### src/rtl/sonar_frame_sequencer.sv
// sonar_frame_sequencer: formats a latched angle/distance reading as an 8-character ASCII frame and
// hands it to a serial transmitter one character at a time, aborting if the transmitter stalls.
module sonar_frame_sequencer #(
  parameter int TIMEOUT_TX = 100_000
) (
  input  logic        clock,
  input  logic        reset,
  input  logic        iniciar,
  input  logic [11:0] angulo,
  input  logic [11:0] medida,
  input  logic        medida_valida,
  input  logic        pronto_tx,
  output logic        partida_tx,
  output logic [6:0]  dado_tx,
  output logic        ocupado,
  output logic        fim_frame,
  output logic        erro,
  output logic [3:0]  db_estado
);
  localparam int CW = TIMEOUT_TX > 1 ? $clog2(TIMEOUT_TX) : 1;
  typedef enum logic [3:0] {
    INICIAL = 4'h0, CAPTURA = 4'h1, ENVIA = 4'h2, ESPERA = 4'h3,
    PROXIMO = 4'h4, FIM = 4'h5, ERRO = 4'hF
  } state_t;
  state_t st, nxt;
  logic [2:0] idx;
  logic [CW-1:0] cnt;
  logic [11:0] ang, med;
  logic val;
  logic [6:0] chr;
  function automatic logic [6:0] dig(input logic [3:0] n);
    return n < 4'd10 ? {3'b011, n} : 7'h3F;
  endfunction
  always_comb begin
    nxt = st;
    case (st)
      INICIAL: nxt = iniciar ? CAPTURA : INICIAL;
      CAPTURA: nxt = ENVIA;
      ENVIA:   nxt = ESPERA;
      ESPERA:  nxt = pronto_tx ? PROXIMO : (cnt == CW'(TIMEOUT_TX - 1)) ? ERRO : ESPERA;
      PROXIMO: nxt = idx == 3'd7 ? FIM : ENVIA;
      default: nxt = INICIAL;
    endcase
  end
  always_ff @(posedge clock or negedge reset) begin
    if (!reset) begin
      st  <= INICIAL;
      idx <= '0;
      cnt <= '0;
      ang <= '0;
      med <= '0;
      val <= 1'b0;
    end else begin
      st <= nxt;
      if (st == CAPTURA) begin
        ang <= angulo;
        med <= medida;
        val <= medida_valida;
        idx <= '0;
      end else if (st == PROXIMO && idx != 3'd7) idx <= idx + 3'd1;
      // counter only runs inside ESPERA, so every entry starts from zero
      cnt <= st == ESPERA ? cnt + CW'(1) : '0;
    end
  end
  always_comb begin
    chr = 7'h00;
    case (idx)
      3'd0: chr = dig(ang[11:8]);
      3'd1: chr = dig(ang[7:4]);
      3'd2: chr = dig(ang[3:0]);
      3'd3: chr = 7'h2C;
      3'd4: chr = val ? dig(med[11:8]) : 7'h2D;
      3'd5: chr = val ? dig(med[7:4]) : 7'h2D;
      3'd6: chr = val ? dig(med[3:0]) : 7'h2D;
      default: chr = 7'h23;
    endcase
  end
  assign partida_tx = st == ENVIA;
  assign dado_tx    = (st == ENVIA || st == ESPERA) ? chr : 7'h00;
  assign ocupado    = st != INICIAL;
  assign fim_frame  = st == FIM;
  assign erro       = st == ERRO;
  assign db_estado  = st;
endmodule

### config.mk
export PLATFORM = sky130hd
export DESIGN_NAME = sonar_frame_sequencer
export DESIGN_NICKNAME = d
export VERILOG_FILES = /design/src/rtl/sonar_frame_sequencer.sv
export SDC_FILE = /design/constraint.sdc
export NUM_CORES = 1
export LEC_CHECK = 0
export ABC_AREA = 1
export CORE_UTILIZATION = 50
export CTS_BUF_LIST = sky130_fd_sc_hd__clkbuf_4 sky130_fd_sc_hd__clkbuf_8
export DETAILED_ROUTE_END_ITERATION = 6
export GPL_TIMING_DRIVEN = 0
export HOLD_SLACK_MARGIN = 0.06
export PLACE_DENSITY_LB_ADDON = 0.1
export SYNTH_ARGS = -nofsm -noshare
export SYNTH_HDL_FRONTEND = slang
export SYNTH_SLANG_ARGS = --single-unit
### constraint.sdc
create_clock -name clock -period 1.35 [get_ports clock]
set_input_delay 0.27 -clock clock [delete_from_list [all_inputs] [get_ports clock]]
set_output_delay 0.27 -clock clock [all_outputs]
set_load 0.005 [all_outputs]
======== Yosys cells after proc, flatten, opt, wreduce, memory -nomap -nowiden ========
Index checks and enable logic that the tools add are counted.
cells by class
  $add $sub $neg .......................... 2
  $lt $le $gt $ge ......................... 6
  eq/ne operators ......................... 15
  multiplexer cells ....................... 19
  reduce and logical (&&, ||, !) cells .... 6
operator list
  kind                                                                    count
  5-bit one-hot mux with 7 select lines                                   1
  4-bit 2-to-1 mux                                                        8
  4-bit < comparator (second input constant)                              6
  4-bit one-hot mux with 5 select lines                                   1
  17-bit by 1-bit adder with 17-bit output (second input constant)        1
  17-bit equality test (second input constant)                            1
  17-bit 2-to-1 mux                                                       1
  5-bit 2-to-1 mux                                                        3
  3-bit equality test (second input constant)                             4
  3-bit 2-to-1 mux                                                        3
  4-bit by 2-bit equality test with 1-bit output (second input constant)  2
  4-bit by 3-bit equality test with 1-bit output (second input constant)  2
  7-bit 2-to-1 mux                                                        1
  3-bit by 2-bit equality test with 1-bit output (second input constant)  2
  4-bit by 1-bit equality test with 1-bit output (second input constant)  1
  4-bit equality test (second input constant)                             1
  4-bit logical NOT                                                       1
  4-bit nonzero test                                                      1
  3-bit by 1-bit adder with 3-bit output (second input constant)          1
  3-bit by 1-bit equality test with 1-bit output (second input constant)  1
  3-bit logical NOT                                                       1
  3-bit != test (second input constant)                                   1
  2-bit nonzero test                                                      1
  1-bit logical AND                                                       1
  2 further kinds                                                         2
storage, ports and cells
  register bits ........................... 49
  input port bits ......................... 29

======== Logic depth before layout (Yosys ltp) ========
  word-level depth ........................ 5
  mapped depth ............................ 10
  gate-level depth less buffers ........... 10

======== Least setup slack after synthesis ========
OpenSTA, ideal clock, no wires.
  path kind ............................... register -> output
  from .................................... register idx[0]
  to ...................................... output dado_tx[2]
  arrival time ............................ 1.235 ns
  required time ........................... 1.080 ns
  slack ................................... -0.155 ns
  stages on the path, launching flop included .. 9
  path buffers ............................ 0
  cell sequence ........................... dfrtp_1 inv_1 ha_1 inv_1 nor2_1 inv_1 o21ai_0 nor2_1 a21oi_1
between the ends
  word-level cells in the longest chain between the ends .. 3
  elaborated cells on any way between the ends .. 9
  those cells by class .................... eq/ne: 6; mux: 2; reduce/logical: 1
RTL lines
  what                                               RTL line  source
  start, declared                                    26        logic [2:0] idx;
  start signal, assigned                             60        end else if (st == PROXIMO && idx != 3'd7) idx <= idx + 3'd1;
  3-bit equality test, or another cell as far along  67        case (idx)
  5-bit one-hot mux with 7 select lines (*)          67
  7-bit 2-to-1 mux (*)                               79        assign dado_tx = (st == ENVIA || st == ESPERA) ? chr : 7'h00;
  end, declared                                      14        output logic [6:0] dado_tx,
Mark *: on every way between the ends. The rest lies on a longest branch, timed or not.

======== Worst setup path in the final report ========
  from .................................... register idx[1]
  to ...................................... output dado_tx[3]
Same word-level chain as after synthesis.

==> impl_results.md <==
* Pre-CTS WS at -0.788 ns
* Initial antenna violation count at 0
* Count of flip-flops with a built-in enable after synthesis at 0
* Most common cell after layout, fill and taps aside: nand2_1
* Final setup viols at 59
* Routability Congestion at 0.827
* Setup crit start kind: flop
* Stage delay of the slowest cell on the critical path at 0.47 ns
* Final critical-path setup slack at -0.886 ns
* Root Driver: clkbuf_8
* Final Instance Area at 0.00440 mm²
* Number of nets with antenna violations after detailed routing at 0
* Area grow syn2layout at 60.8%
* Number of max-cap violations at 0
* Mean post-synth cell area at 8.21 µm²
* Number of global-route vias before repair at 2670
* Residual DRC at 0
* Leak pwr at 1.97 nW
* Highest clock frequency the design can meet at 0.447 GHz
* Clock insertion delay at the later pin of the skew report at 0.31 ns
* Async S/R FF share, synth at 1.00
* Synth area leader: dfrtp_1
* Reg2Reg Capture Point: ang[6]
* Post-detail-place hpwl at 4240 µm
* Count of yosys warnings during synthesis at 0
* Fraction of final layout cells with drive strength greater than 1 at 0.477
* Setup slack of the worst register-to-register path at -0.36 ns
* Logic depth of the worst register-to-register path at 8
* Crit path required time at 1.08 ns
* Cells along the critical path: buf_6 -> ha_4 -> nand2_1 -> inv_1 -> o21ai_0 -> nand2_1 -> nor3_1 -> a21oi_1 -> buf_2
* Top-area cell type share of the netlist area at 0.448
* Critical Path Most Common Cell: nand2_1
* Floorplan core area at 0.00517 mm²
* Netlist area before placement at 0.00274 mm²
* Yosys reg bits at 49
* Buffer depth of the longest clock path at 2
* Die X at 76.0 µm
* Total iterations of the first detailed-routing run at 4
* Count of buffers from port buffering at 42
* Cell with the largest stage delay on the worst path: dfrtp_2
* Final Power at 8.99 mW
* Sink Count at 49
* Tightest Hold Check Type: in2async
* RSZ-0062 raised after global routing: true
* Placement Rows at 26
* Critical path startpoint: idx[1]
* Global-route usage over all layers at 0.267
* Synth Net Count at 369
* Class of the most critical setup path: reg2out
* Largest fanout of any net on the critical path at 4
* Total number of vias at 2837
* Clock slew at reported path FFs at 0.10 ns
* Gr ovfl total at 0
* Critical path endpoint category: output port
* Reg-to-Reg Start: db_estado[3]
* CP Data Arrival Time at 1.97 ns
* Failing checks: negative setup slack
* CTS tree: yes
* Total routed wirelength at 9350 µm
* DRT iter0 DRCs at 216
* Maximum vdd drop at 915 µV
* Global-route wire length before repair at 12100 µm
* Vias per cell at 5.54
* Final Net Count at 478
* Post-layout minimum cycle time at 2.24 ns
* Synthesized instance count at 333
* Cell count after placement at 446
* Worst clock skew on the final layout at 0.0101 ns
* Most frequently used flop master after synthesis: dfrtp_1
* Most frequent cells in the layout: nand2_1, dfrtp_1, nor2_1
* PwrDens at 2040 mW/mm²
* Maximum number of pins on one net before global-route repair at 33
* Critical path endpoint: dado_tx[3]
* Final count of pins violating max slew at 0
* Filler Cells Inserted at 249
* Area after DPL at 0.00328 mm²
* Number of standard cells in the final layout excluding fillers at 512
* Number of primary I/O pins at 44
* Num CTS Buffers at 5
* Routed length per placed instance at 18.3 µm
* Effective utilization at floorplan at 0.529
* Cell types occupying the most area after synthesis: dfrtp_1, nand2_1, nor2_1
* Number of antenna diodes at 0
* Share of the clock period used by the worst path at 1.66
* H-tree levels at 2
* Floorplan die area at 0.00577 mm²
* Number of hold violations in the final report at 0
* Yosys cell types at 34
* Portion of the post-synthesis area used by sequential elements at 0.448
* Outcome: complete, but fails checks
* Die extent in y at 76.0 µm
## routing by layer
layer	vias to the layer above	wire length (µm)	GRT usage
met5	-	0	0
met4	0	409	0.135
met3	42	502	0.0446
met2	124	4960	0.493
met1	1380	3480	0.294
li1	1291	-	-
## worst min path at each step
stage                         end
after floorplan            ang[0]
after global placement     cnt[0]
after detailed placement   ang[9]
after CTS                 med[10]
after global routing      med[10]
final                      ang[9]
## worst max-delay path, delay by kind of cell, from the launching register on
family                   cells  cell delay (ns)
AO/OA/AOI/OAI                2             0.24
adder cells (fa/ha/maj)      1             0.17
buffers and inverters        3             0.37
flip-flops                   1             0.47
AND/OR/NAND/NOR              3             0.39
## metrics by stage
step | hold WS [ns] | utilization | TNS [ns]
6_report | 0.426 | 0.850 | -14.30
4_1_cts | 0.440 | 0.745 | -10.55
2_1_floorplan | -0.0256 | - | -0.287
5_1_grt | 0.476 | 0.850 | -17.09
3_3_place_gp | 0.452 | 0.631 | -74.87
3_5_place_dp | 0.230 | 0.634 | -6.08
## registers in the layout (all words and copies together), names as in the netlist
signal	count
val	1
db_estado	4
ang	12
med	12
cnt	17
idx	3
## logic make-up after synthesis
logic type | after synthesis | synth area share
adders and majority gates | 7 | 0.0320
muxes | 17 | 0.0837
buffers and inverters | 52 | 0.0782
and+or+nand+nor | 157 | 0.254
other | 1 | 0.00137
AOI/OAI and AO/OA | 49 | 0.0993
DFF | 49 | 0.448
xor gates and xnor gates | 1 | 0.00320
## synthesized netlist by cell type (2+ instances only)
cell	instances
nor2_1	58
o21bai_1	2
a21o_1	3
mux2_2	7
o21ai_0	16
dfrtp_1	49
a21oi_1	24
nor4_1	2
inv_1	45
nand2_1	60
nor2_4	2
ha_1	7
nand4_1	5
nor3_1	9
nand3_1	15
mux2_4	10
buf_4	2
## power by group
| group | switching, mW | internal [mW] |
|---|---|---|
| logic | 2.80 | 2.82 |
| clock network | 0.510 | 0.406 |
| registers | 0.489 | 1.97 |
## what timing repair did
item	4_1_cts	5_1_grt
hold buffers	1	0
setup buffers	34	24
hold endpoints to repair	17	0
pin swaps	27	29
endpoints found under the setup margin	37	59
resized for setup	106	124
cloned	2	4
## layout make-up
type | instances | area [µm²] | area share
buffer | 3 | 47.5 | 0.0108
clock buffer | 6 | 82.6 | 0.0188
tap | 70 | 87.6 | 0.0199
clock inverter | 1 | 7.51 | 0.00171
inverter | 48 | 206 | 0.0469
timing repair buffer | 100 | 973 | 0.221
sequential | 49 | 1240 | 0.282
timing repair inverter | 2 | 18.8 | 0.00427
multi-input combinational | 233 | 1740 | 0.395
No activity file was read; power rests on OpenSTA's default activity.
